$ cat config.mk
export PLATFORM = sky130hd
export DESIGN_NAME = bus_arbiter
export DESIGN_NICKNAME = d
export VERILOG_FILES = /design/src/rtl/bus_arbiter_pkg.sv /design/src/rtl/bus_decode.sv /design/src/rtl/bus_arbiter.sv
export SDC_FILE = /design/constraint.sdc
export NUM_CORES = 1
export LEC_CHECK = 0
export ABC_AREA = 1
export BUFFER_PORTS_ARGS = -buffer_cell sky130_fd_sc_hd__buf_2
export CAP_MARGIN = 30
export CORE_MARGIN = 10
export CORE_UTILIZATION = 45
export DETAILED_ROUTE_END_ITERATION = 12
export MAX_ROUTING_LAYER = met4
export PLACE_DENSITY = 0.81
export SLEW_MARGIN = 20
export SYNTH_ARGS = -nofsm -noshare
export SYNTH_HDL_FRONTEND = slang
export SYNTH_SLANG_ARGS = --single-unit
$ cat constraint.sdc
create_clock -name clock -period 1.8 [get_ports clock]
set_input_delay 0.09 -clock clock [delete_from_list [all_inputs] [get_ports clock]]
set_output_delay 0.09 -clock clock [all_outputs]
set_load 0.01 [all_outputs]
$ cat src/rtl/bus_arbiter_pkg.sv
// Shared constants for the two-port memory bus arbiter: region windows,
// FSM state encoding and region select encoding.
package bus_arbiter_pkg;

    localparam int ADDR_W = 20;
    localparam int DATA_W = 8;

    // A region matches when (addr & mask) == base
    localparam logic [ADDR_W-1:0] MEM_BASE  = 20'h00000;
    localparam logic [ADDR_W-1:0] MEM_MASK  = 20'hC0000;
    localparam logic [ADDR_W-1:0] CGA_BASE  = 20'hB8000;
    localparam logic [ADDR_W-1:0] CGA_MASK  = 20'hFE000;
    localparam logic [ADDR_W-1:0] BIOS_BASE = 20'hF0000;
    localparam logic [ADDR_W-1:0] BIOS_MASK = 20'hFE000;

    localparam logic [DATA_W-1:0] UNMAPPED_DATA = 8'hFF;

    typedef enum logic [1:0] {
        ST_IDLE,
        ST_ACCESS,
        ST_WAIT,
        ST_RESPOND
    } state_t;

    typedef enum logic [1:0] {
        RGN_NONE,
        RGN_MEM,
        RGN_CGA,
        RGN_BIOS
    } region_t;

    function automatic logic in_region(input logic [ADDR_W-1:0] addr,
                                       input logic [ADDR_W-1:0] base,
                                       input logic [ADDR_W-1:0] mask);
        return (addr & mask) == base;
    endfunction

endpackage

$ cat src/rtl/bus_decode.sv
// Combinational address decoder: maps a bus byte address to its region.
module bus_decode
    import bus_arbiter_pkg::*;
(
    input  logic [ADDR_W-1:0] addr,
    output region_t           region
);

    always_comb begin
        region = RGN_NONE;
        if (in_region(addr, MEM_BASE, MEM_MASK))
            region = RGN_MEM;
        else if (in_region(addr, CGA_BASE, CGA_MASK))
            region = RGN_CGA;
        else if (in_region(addr, BIOS_BASE, BIOS_MASK))
            region = RGN_BIOS;
    end

endmodule

$ cat src/rtl/bus_arbiter.sv
// Two-port (CPU/DMA) round-robin arbiter in front of three BRAM regions.
// Each transaction takes IDLE->ACCESS->WAIT->RESPOND, one beat per state.
module bus_arbiter
    import bus_arbiter_pkg::*;
#(
    parameter bit BIOS_WP = 1'b1
) (
    input  logic              clock,
    input  logic              reset,

    input  logic              cpu_req,
    input  logic              cpu_we,
    input  logic [ADDR_W-1:0] cpu_addr,
    input  logic [DATA_W-1:0] cpu_wdata,
    output logic [DATA_W-1:0] cpu_rdata,
    output logic              cpu_ack,

    input  logic              dma_req,
    input  logic              dma_we,
    input  logic [ADDR_W-1:0] dma_addr,
    input  logic [DATA_W-1:0] dma_wdata,
    output logic [DATA_W-1:0] dma_rdata,
    output logic              dma_ack,

    output logic [ADDR_W-1:0] bus_addr,
    output logic [DATA_W-1:0] bus_wdata,
    output logic              we_memory,
    output logic              we_cgamem,
    output logic              we_bios,

    input  logic [DATA_W-1:0] q_memory,
    input  logic [DATA_W-1:0] q_cgamem,
    input  logic [DATA_W-1:0] q_bios,

    output logic [1:0]        grant
);

    state_t            state, state_nx;
    region_t           region;
    logic              owner_dma;   // owner of the current/last transaction
    logic              lat_we;
    logic              pick_dma;
    logic              any_req;
    logic [DATA_W-1:0] rd_sel;

    bus_decode u_decode (
        .addr   (bus_addr),
        .region (region)
    );

    assign any_req  = cpu_req | dma_req;
    // On a tie the port that did not own the last transaction wins
    assign pick_dma = dma_req & (~cpu_req | ~owner_dma);

    always_comb begin
        rd_sel = UNMAPPED_DATA;
        case (region)
            RGN_MEM:  rd_sel = q_memory;
            RGN_CGA:  rd_sel = q_cgamem;
            RGN_BIOS: rd_sel = q_bios;
            default:  rd_sel = UNMAPPED_DATA;
        endcase
    end

    always_ff @(posedge clock or posedge reset) begin
        if (reset) begin
            state     <= ST_IDLE;
            owner_dma <= 1'b1;
            lat_we    <= 1'b0;
            bus_addr  <= '0;
            bus_wdata <= '0;
            cpu_rdata <= '0;
            dma_rdata <= '0;
        end else begin
            state <= state_nx;
            if (state == ST_IDLE && any_req) begin
                owner_dma <= pick_dma;
                lat_we    <= pick_dma ? dma_we    : cpu_we;
                bus_addr  <= pick_dma ? dma_addr  : cpu_addr;
                bus_wdata <= pick_dma ? dma_wdata : cpu_wdata;
            end
            // BRAM q is valid in WAIT: address was presented during ACCESS
            if (state == ST_WAIT) begin
                if (owner_dma) dma_rdata <= rd_sel;
                else           cpu_rdata <= rd_sel;
            end
        end
    end

    always_comb begin
        state_nx  = state;
        grant     = 2'b00;
        we_memory = 1'b0;
        we_cgamem = 1'b0;
        we_bios   = 1'b0;
        cpu_ack   = 1'b0;
        dma_ack   = 1'b0;
        case (state)
            ST_IDLE: begin
                if (any_req) state_nx = ST_ACCESS;
            end
            ST_ACCESS: begin
                state_nx  = ST_WAIT;
                grant     = {owner_dma, ~owner_dma};
                we_memory = lat_we & (region == RGN_MEM);
                we_cgamem = lat_we & (region == RGN_CGA);
                we_bios   = lat_we & (region == RGN_BIOS) & ~BIOS_WP;
            end
            ST_WAIT: begin
                state_nx = ST_RESPOND;
                grant    = {owner_dma, ~owner_dma};
            end
            ST_RESPOND: begin
                state_nx = ST_IDLE;
                grant    = {owner_dma, ~owner_dma};
                cpu_ack  = ~owner_dma;
                dma_ack  = owner_dma;
            end
            default: state_nx = ST_IDLE;
        endcase
    end

endmodule

==> metrics.cfg, run 1 <==
[run]
maxCapViolCount = 0

[clock_tree]
cts_tree = yes
clock-sinks = 48
clock_path_buffers = 2
clkLatencyLatePin_ps = 300
cts_buffers = 5
post-cts-setup-buffer-count = 0
clk_pin_slew_ps = 90
htreeDepth = 2
clk_root_buffer_cell = clkbuf_8

[worst_setup_path]
critical_path_buf_inv_count = 2
slowest_delay_ps = 450
critPathTopFamily = simple AND/OR/NAND/NOR gates
reg2reg_setup_slack_ps = 230
crit_type = reg -> out
endpoint_kind = output port
critPathRequiredTime_ps = 1710
regToRegEndpoint = bus_addr[14]
crit_top_cell = nand2_1
critPathSlowestCell = dfrtp_1
crit_path_cell_trace = inv_1, nand2_1, nor2_4, nand2_1, nor3_2, buf_2
r2r_cells = 7
crit_path_start_kind = flip-flop
arrival_ps = 1560
critPathMaxFanout = 9
reg2reg_from = state[0]

[pwr]
p_leak_nw = 1.84
irDropWorstVdd_mv = 0.785
power_density_nw_per_um2 = 1660
power_mw = 5.60

[sta]
period_share_pct = 91.7
worstMarginPinSlew_ps = 572
rsz0062_at_grt = false
slew_headroom_pct = 61.8
tns_ps = 0
setup_viol = 0
hold_violations = 0
fmax_ghz = 0.606
slew_violations = 0
final.min_clock_period_ps = 1650
clock_skew_ps = 6.84

[layout]
drive_gt1_share_pct = 34.5
fin_nets = 559
fin_util_pct = 61.7
antenna_cells = 0
area_growth_pct = 34.6

[logic_synthesis]
ys_warn_count = 0
synthCells = 333
ys_seq_area_share_pct = 48.0
syn_avg_cell_area_sq_um = 7.53
ys_ff_latch = 48
synth_nets = 423
synth_area_sq_um = 2510
synth_cell_types = 22

[worst_hold_path]
holdPathStages = 3
min_to = bus_addr[6]
hp-start = dma_addr[6]
holdCritPathClass = in -> reg

[detailed_routing]
wl_per_cell_um = 14.5
drc = 0
num_vias = 2675
drt_iter0_markers = 118
dr.pass1.iters = 5
wirelength_um = 7850
vias_per_cell = 4.94
drtAntennaViolNets = 0

[place]
gp_congestion = 0.852
dp_hpwl_um = 6280
io_buffers = 135

[global_routing]
grt_pass1_vias = 2716
top_usage_layer = met2
grt_use_met2_pct = 28.4
grt_pass1_wl_um = 12700
overflow = 0
antenna_found_initial = 0
gr-usage-met1_pct = 22.2
grtUsageMet3_pct = 5.15
grt_usage_pct = 18.1
grt_max_degree = 49

[die]
ioPinCount = 137
die_h_um = 94.6
core_sq_um = 5470
start_util_pct = 45.8
row_count = 27
die-area_sq_um = 8960
die_x_um = 94.6

[run_status]
outcome = completed

## through the flow
step                      cells  instance area (sq um)  worst slack [ps]  hold slack, ps
final                       542                   3370               149            22.2
after global routing        542                   3370              57.2            25.5
after CTS                   542                   3370              56.0            18.8
after detailed placement    533                   3260               265             179
after global placement      533                   3260               329             178
after floorplan             333                   2510               405             236
## cells in the mapped netlist, drive strengths merged
| cell type | instances | area, sq um |
|---|---|---|
| a21oi | 2 | 10.0 |
| ha | 4 | 50.1 |
| nor3 | 2 | 10.0 |
| nand3 | 9 | 45.0 |
| buf | 13 | 87.6 |
| nor2 | 44 | 193 |
| nand3b | 8 | 60.1 |
| conb | 1 | 3.75 |
| o21ai | 8 | 40.0 |
| nand2 | 137 | 517 |
| o22ai | 7 | 43.8 |
| dfstp | 1 | 26.3 |
| nor4 | 1 | 6.26 |
| inv | 27 | 101 |
| dfrtp | 47 | 1180 |
| a31oi | 22 | 138 |
## worst reg2reg max path, delay by kind of cell (launching register included)
family                   cells  cell delay [ps]
flip-flops                   1              410
adder cells (fa/ha/maj)      1              270
AO/OA/AOI/OAI                2              270
buffers and inverters        3              410
AND/OR/NAND/NOR              1              140
## metal layers
layer | wire length (um) | vias up
met5 | 0 | -
met4 | 96 | 0
met3 | 702 | 11
met2 | 3560 | 141
met1 | 3490 | 1199
li1 | - | 1324
## cell usage in the layout, fill, tap and decap left out, drive strengths merged, types with 7 or more instances in the layout
master    n
nand2   137
a31oi    22
o21ai     8
nand3b    8
dfrtp    47
clkbuf    7
nand3     9
buf     141
inv      27
o22ai     7
nor2     44
## sequential cells by signal (all words and copies together) (netlist names)
register	count
bus_addr	20
bus_wdata	8
cpu_rdata	8
dma_rdata	8
state	2
lat_we	1
owner_dma	1
## layout make-up
type,instances,area [sq um]
multi-input cells,245,1130
repair buffers,142,756
clock inverters,1,7.51
flip-flops and latches,48,1200
well taps,72,90.1
clock buffers,7,86.3
fillers,515,2100
inverters,27,101
## worst max-delay path by stage
stage	start	end	slack, ps	cells past startpoint
after global placement	bus_addr[18]	we_cgamem	330	6
after floorplan	state[0]	bus_wdata[0]	410	7
after detailed placement	state[1]	bus_addr[5]	270	7
final	bus_addr[18]	we_cgamem	150	6
after CTS	bus_addr[18]	we_cgamem	60	6
after global routing	bus_addr[18]	we_cgamem	60	6
## report_power, final
group          switching (mW)  total [mW]  internal (mW)
Combinational            1.79        2.92           1.13
Clock                   0.371       0.685          0.313
Sequential              0.349        2.00           1.65
## cell families (layout without fill, tap and decap cells)
| logic type | Yosys count | in the layout | synth area share, % |
|---|---|---|---|
| AO/OA/AOI/OAI | 39 | 39 | 9.23 |
| adder cells (fa/ha/maj) | 4 | 4 | 2.00 |
| buffers and inverters | 40 | 177 | 7.53 |
| flip-flops | 48 | 48 | 48.0 |
| other | 1 | 1 | 0.150 |
| AND/OR/NAND/NOR | 201 | 201 | 33.1 |
## what timing repair did
| item | CTS | global route |
|---|---|---|
| setup endpoints to repair | 1 | 1 |
| resized for setup | 1 | 1 |
| hold buffers | 1 | 0 |
| hold endpoints to repair | 24 | 0 |
No activity file was read; power rests on OpenSTA's default activity.
==> run 2, diff against run 1 <==
CORE_UTILIZATION = 46   (was 45)
SYNTH_HIERARCHICAL = 1   (was unset)
==> run 2 against run 1 <==
Compared with the run above:
- final area up 8.0%
- combinational power down 2%
- core utilization up 2.9 points
- die area up 5.0%
- maximum frequency down 4.6%
- non-clock buffer count up 8
==> metrics.cfg, run 2 <==
[run_status]
outcome = completed

[pwr]
p_sw_mw = 2.45  ; -2.2%
p_comb_share_pct = 50.3  ; -1.8 points
intPower_mw = 3.22  ; +4.1%
power_density_nw_per_um2 = 1560  ; -6.2%
p_leak_nw = 2.15  ; +17%
power_mw = 5.67  ; +1.3%
seq_power_share_pct = 35.9  ; +0.2 points
sw_frac_of_total_pct = 43.3  ; -1.5 points
irDropWorstVdd_mv = 0.717  ; -8.8%
pwr-share-clk_pct = 13.8  ; +1.6 points

[layout]
fin_nets = 606  ; +8.4%
max_flop_register = bus_addr
final_cell_mix = 157 x nand2_1, 135 x buf_2, 47 x nand3_1, 47 x dfrtp_1, 44 x inv_1
layout_commonest_cell = nand2_1
fin_util_pct = 64.6  ; +2.9 points
antenna_cells = 0  ; unchanged
largest_register_ff_count = 20  ; unchanged
area_growth_pct = 33.6
drive_gt1_share_pct = 31.4  ; -3.1 points

[worst_setup_path]
reg2reg_setup_slack_ps = 300  ; +70 ps
arrival_ps = 1640  ; +80 ps
critPathMaxFanout = 18  ; +9
r2r_cells = 8  ; +1
crit_type = reg -> out
reg2reg_from = bus_addr[18]
crit_path_start_kind = flip-flop
endpoint_kind = output port
crit_start = bus_addr[18]
regToRegEndpoint = cpu_rdata[1]
critPathRequiredTime_ps = 1710  ; about the same

[detailed_routing]
wl_per_cell_um = 14.3  ; -1.0%
vias_per_cell = 4.83  ; -2.2%
m1WireLength_um = 3780  ; +8.3%
drtAntennaViolNets = 0  ; unchanged
wirelength_um = 8430  ; +7.4%
dr_wl_met3_um = 541  ; -23%
drc = 0  ; unchanged
drt_iter0_markers = 98  ; -17%
top_layer = met4
wl_met2_um = 4000  ; +12%
dr.pass1.iters = 4  ; -1
num_vias = 2839  ; +6.1%

[logic_synthesis]
synth_edf_count = 0  ; unchanged
ys_top_cells_by_area = dfrtp_1 43%, nand2_1 22%, nand3_1 8.6%, nand3b_1 8.0%, inv_1 6.2%
syn_avg_cell_area_sq_um = 7.21  ; -4.2%
ys_ff_latch = 48  ; unchanged
ys_warn_count = 6  ; +6
synth_top_cell_by_area = dfrtp_1
synth_nets = 469  ; +11%
synth_cell_types = 19  ; -14%
yosysMostFrequentCell = nand2_1
synthTopCellsByCount = 158 x nand2_1, 47 x dfrtp_1, 47 x nand3_1, 45 x inv_1, 29 x nand3b_1
ys_seq_area_share_pct = 44.1  ; -3.9 points
async_reset_ff_share_pct = 100  ; unchanged
synth_ff_type = dfrtp_1
synthCells = 378  ; +14%
synth_area_sq_um = 2730  ; +8.7%
synth_top_area_share_pct = 43.1  ; -3.8 points

[sta]
worstMarginPinSlew_ps = 609  ; +37.5 ps
slew_violations = 0  ; unchanged
fmax_ghz = 0.578  ; -4.6%
setup_viol = 0  ; unchanged
period_share_pct = 96.2  ; +4.4 points
clock_skew_ps = 6.07  ; -0.769 ps
hold_violations = 0  ; unchanged
slew_headroom_pct = 59.4  ; -2.4 points
final.min_clock_period_ps = 1730  ; +79.7 ps

[place]
dp_hpwl_um = 6480  ; +3.3%
gp_congestion = 0.903  ; +6.0%
io_buffers = 135  ; unchanged

[clock_tree]
htreeDepth = 2  ; unchanged
cts_tree = yes
clk_pin_slew_ps = 90  ; about the same
cts_buffers = 5  ; unchanged
clock-sinks = 48  ; unchanged
clkLatencyLatePin_ps = 300  ; about the same
clock_path_buffers = 2  ; unchanged
clk_root_buffer_cell = clkbuf_8

[worst_hold_path]
hp-start = cpu_wdata[4]
min_to = bus_wdata[4]
holdPathStages = 5  ; +2
holdCritPathClass = in -> reg

[run]
maxCapViolCount = 0  ; unchanged

[global_routing]
overflow = 0  ; unchanged
grt_usage_pct = 17.9  ; -0.18 points
grt_max_degree = 49  ; unchanged
grt_pass1_wl_um = 14000  ; +10%
antenna_found_initial = 0  ; unchanged
grt_pass1_vias = 2975  ; +9.5%

[die]
core_sq_um = 5640  ; +3.1%
ioPinCount = 137  ; unchanged
row_count = 27  ; unchanged
die_x_um = 97.0  ; +2.5%
start_util_pct = 48.3  ; +2.5 points
die-area_sq_um = 9410  ; +5.0%
die_h_um = 97.0  ; +2.5%

## run 2: timing repair
item / in CTS / in global routing
hold buffers: 1 / 0
endpoints found under the setup margin: 0 / 2
gates resized for setup: 0 / 6
buffers inserted: 0 / 4
hold endpoints to repair: 47 / 0
## run 2: power by group through the flow
| stage | Combinational, mW | Sequential (mW) | Clock [mW] |
|---|---|---|---|
| 5_1_grt | 3.24 | 2.11 | 0.850 |
| 6_report | 2.85 | 2.03 | 0.784 |
| 3_5_place_dp | 2.80 | 2.03 | 0 |
| 4_1_cts | 2.79 | 2.03 | 0.797 |
| 3_3_place_gp | 2.72 | 2.01 | 0 |
| 2_1_floorplan | 1.46 | 2.21 | 0 |
## run 2: worst max path at each step
stage / endpoint / slack (ps) / depth (start not counted)
floorplan: we_memory / 300 / 5
global placement: bus_addr[19] / 340 / 8
detailed placement: dma_rdata[0] / 290 / 8
CTS: we_memory / 40 / 6
global route: we_cgamem / -0.7 / 7
finish: we_memory / 70 / 6
## run 2: metrics by stage
stage	hold WS [ps]	setup WS [ps]	setup TNS [ps]	instances	area (sq um)
global placement	279	335	0	575	3480
finish	84.4	69.3	0	588	3640
CTS	84.7	43.7	0	584	3600
floorplan	302	302	0	378	2730
detailed placement	289	287	0	575	3480
global route	93.0	-0.727	-0.727	588	3640
## run 2: cells by family after synthesis
kind of cell	count (synthesis)	synth area share, %
other	1	0.138
buffers and inverters	66	10.0
AND/OR/NAND/NOR	244	39.9
AO/OA/AOI/OAI	13	3.26
flip-flops	48	44.1
adder cells (fa/ha/maj)	5	2.29
XOR/XNOR	1	0.321
## run 2: layout make-up
class                           count  area, sq um
Sequential cell                    48         1200
Timing Repair Buffer              150          815
Tap cell                           72         90.1
Clock inverter                      2         35.0
Inverter                           46          173
Clock buffer                        6         72.6
Multi-Input combinational cell    264         1260
Fill cell                         528         2000
## run 2: worst max-delay path, cell delays in order, from the launching register on
cell and delay (ps):
dfrtp_1 450, or2_0 270, nand2_2 100, inv_2 50, buf_8 140, nor3_1 170
buf_2 160
## run 2: metal layers
| layer | vias up | global-route usage (%) |
|---|---|---|
| met4 | 0 | 3.83 |
| li1 | 1434 | - |
| met3 | 11 | 4.68 |
| met5 | - | - |
| met1 | 1288 | 22.4 |
| met2 | 106 | 28.3 |
==> run 3, diff against run 2 <==
ABC_AREA = unset   (was 1)
CORE_UTILIZATION = 44   (was 46)
SYNTH_HIERARCHICAL = unset   (was 1)
==> run 3 against run 2 <==
Compared with the run above:
- core utilization down 0.88 points
- synthesized cell count down 39%
- clock power down 2.8%
- flip-flop and latch count unchanged
- count of clock-buffer cells in the layout up 1
- combinational power down 11%
- via count down 21%
- critical path type unchanged
- highest routed layer unchanged
==> metrics.cfg, run 3 <==
[worst_setup_path]
reg2reg_from = bus_addr[13]
arrival_ps = 1560  ; -80 ps
critPathMaxFanout = 9  ; -9
crit_path_start_kind = flip-flop
r2r_cells = 4  ; -4
endpoint_kind = output port
crit_start = bus_addr[13]
regToRegEndpoint = cpu_rdata[1]
critPathRequiredTime_ps = 1710  ; about the same
crit_type = reg -> out
reg2reg_setup_slack_ps = 180  ; -120 ps

[pwr]
power_density_nw_per_um2 = 1600  ; +2.6%
p_leak_nw = 1.68  ; -22%
irDropWorstVdd_mv = 0.827  ; +15%

[logic_synthesis]
syn_avg_cell_area_sq_um = 10.1  ; +40%
ys_top_cells_by_area = dfrtp_1 50%, mux2i_1 12%, o21ai_1 8.1%, nand2_1 5.1%, a31oi_1 4.8%
ys_ff_latch = 48  ; unchanged
synth_ff_type = dfrtp_1
synthTopCellsByCount = 47 x dfrtp_1, 38 x o21ai_1, 32 x nand2_1, 29 x mux2i_1, 20 x nor2_1
synth_top_area_share_pct = 50.4  ; +7.2 points
synth_area_sq_um = 2330  ; -14%
async_reset_ff_share_pct = 100  ; unchanged
synthCells = 232  ; -39%
synth_edf_count = 0  ; unchanged
synth_cell_types = 27  ; +8
synth_top_cell_by_area = dfrtp_1
ys_warn_count = 0  ; -6
synth_nets = 322  ; -31%
ys_seq_area_share_pct = 51.5  ; +7.4 points
yosysMostFrequentCell = dfrtp_1

[clock_tree]
cts_tree = yes
clk_root_buffer_cell = clkbuf_8
clock_path_buffers = 2  ; unchanged
clock-sinks = 48  ; unchanged
cts_buffers = 5  ; unchanged
htreeDepth = 2  ; unchanged
clk_pin_slew_ps = 90  ; about the same
clkLatencyLatePin_ps = 300  ; about the same

[detailed_routing]
vias_per_cell = 5.01  ; +3.8%
drt_iter0_markers = 112  ; +14%
drtAntennaViolNets = 0  ; unchanged
drc = 0  ; unchanged
wl_per_cell_um = 16.4  ; +15%
dr.pass1.iters = 4  ; unchanged
wirelength_um = 7310  ; -13%
num_vias = 2230  ; -21%

[sta]
hold_violations = 0  ; unchanged
slew_headroom_pct = 54.3  ; -5.1 points
period_share_pct = 91.7  ; -4.4 points
setup_viol = 0  ; unchanged
worstMarginPinSlew_ps = 685  ; +76.1 ps
clock_skew_ps = 11.2  ; +5.08 ps
fmax_ghz = 0.606  ; +4.8%
tns_ps = 0  ; unchanged
final.min_clock_period_ps = 1650  ; -79.6 ps
setup_ws_ps = 149  ; +79.6 ps
rsz0062_at_grt = false
slew_violations = 0  ; unchanged

[die]
die_h_um = 92.8  ; -4.3%
die-area_sq_um = 8620  ; -8.4%
ioPinCount = 137  ; unchanged
core_sq_um = 5140  ; -8.9%
die_x_um = 92.8  ; -4.3%
start_util_pct = 45.4  ; -2.9 points
row_count = 26  ; -3.7%

[place]
place_ws_ps = 61.3  ; -226 ps
gp_congestion = 0.855  ; -5.4%
dp_hpwl_um = 5940  ; -8.3%
io_buffers = 135  ; unchanged

[layout]
antenna_cells = 0  ; unchanged
seq_area_sq_um = 1200  ; unchanged
drive_gt1_share_pct = 43.7  ; +12 points
multi_input_area_sq_um = 1060  ; -16%
layout_commonest_cell = buf_2
fin_nets = 464  ; -23%
area_growth_pct = 40.2
final_cell_mix = 135 x buf_2, 47 x dfrtp_1, 37 x o21ai_1
nFillCells = 441  ; -16%
max_flop_register = bus_addr
largest_register_ff_count = 20  ; unchanged

[worst_hold_path]
hp-start = cpu_we
holdCritPathClass = in -> reg
holdPathStages = 3  ; -2
min_to = lat_we

[global_routing]
grt_usage_pct = 17.1  ; -0.84 points
grt_pass1_wl_um = 11600  ; -17%
overflow = 0  ; unchanged
grt_max_degree = 35  ; -29%
grt_pass1_vias = 2452  ; -18%
antenna_found_initial = 0  ; unchanged

[run_status]
outcome = completed

[run]
maxCapViolCount = 0  ; unchanged

run 3: kinds of logic (layout without fill, tap and decap cells):
group                    after synthesis  count (layout)  synth area share [%]
AO/OA/AOI/OAI                         68              68                  17.4
AND/OR/NAND/NOR                       63              63                  11.9
flip-flops                            48              48                  51.5
multiplexers                          29              29                  12.4
buffers and inverters                 19             162                  4.45
adder cells (fa/ha/maj)                4               4                  2.14
other                                  1               1                 0.161
run 3: stage by stage:
step           std cells  total power, mW  hold slack (ps)  area (sq um)  utilization, %
4_1_cts              440             5.26             44.9          3230            62.8
3_3_place_gp         431             4.38              227          3110            60.5
5_1_grt              445             5.66             52.7          3270            63.7
2_1_floorplan        232             3.41              163          2330               -
6_report             445             5.23             55.5          3270            63.7
3_5_place_dp         431             4.49              241          3110            60.5
run 3: worst max path at each step:
stage	to	slack [ps]	cells after the start
after floorplan	bus_addr[0]	360	7
after global placement	bus_addr[9]	110	4
after detailed placement	bus_wdata[6]	60	4
after CTS	we_cgamem	40	4
after global routing	we_cgamem	0.9	4
final	we_cgamem	150	4
run 3: worst max-delay path: stages (launching register included):
cell	delay [ps]
dfrtp_1	410
and4bb_2	370
nand4b_4	190
nor2_1	140
buf_2	140
run 3: metal layers:
metal	wire, um	global-route usage [%]	vias up
li1	-	-	1104
met4	54	4.88	0
met1	3180	19.2	1006
met2	3380	28.1	115
met5	0	-	-
met3	706	5.81	5
run 3: power by group:
group	internal, mW	switching, mW
logic	1.08	1.48
clock network	0.416	0.346
registers	1.59	0.321
run 3: repair_timing:
| item | in CTS | in global routing |
|---|---|---|
| setup endpoints to repair | 0 | 12 |
| buffers inserted | 0 | 5 |
| gates resized for setup | 0 | 2 |
| hold endpoints to repair | 29 | 0 |
| hold buffers | 1 | 0 |
run 3: layout make-up:
cell class	instances	share of cell area [%]
Sequential cell	48	36.7
Multi-Input combinational cell	165	32.3
Timing Repair Buffer	151	24.8
Tap cell	70	2.67
Clock buffer	7	2.33
Clock inverter	1	0.917
Inverter	3	0.344
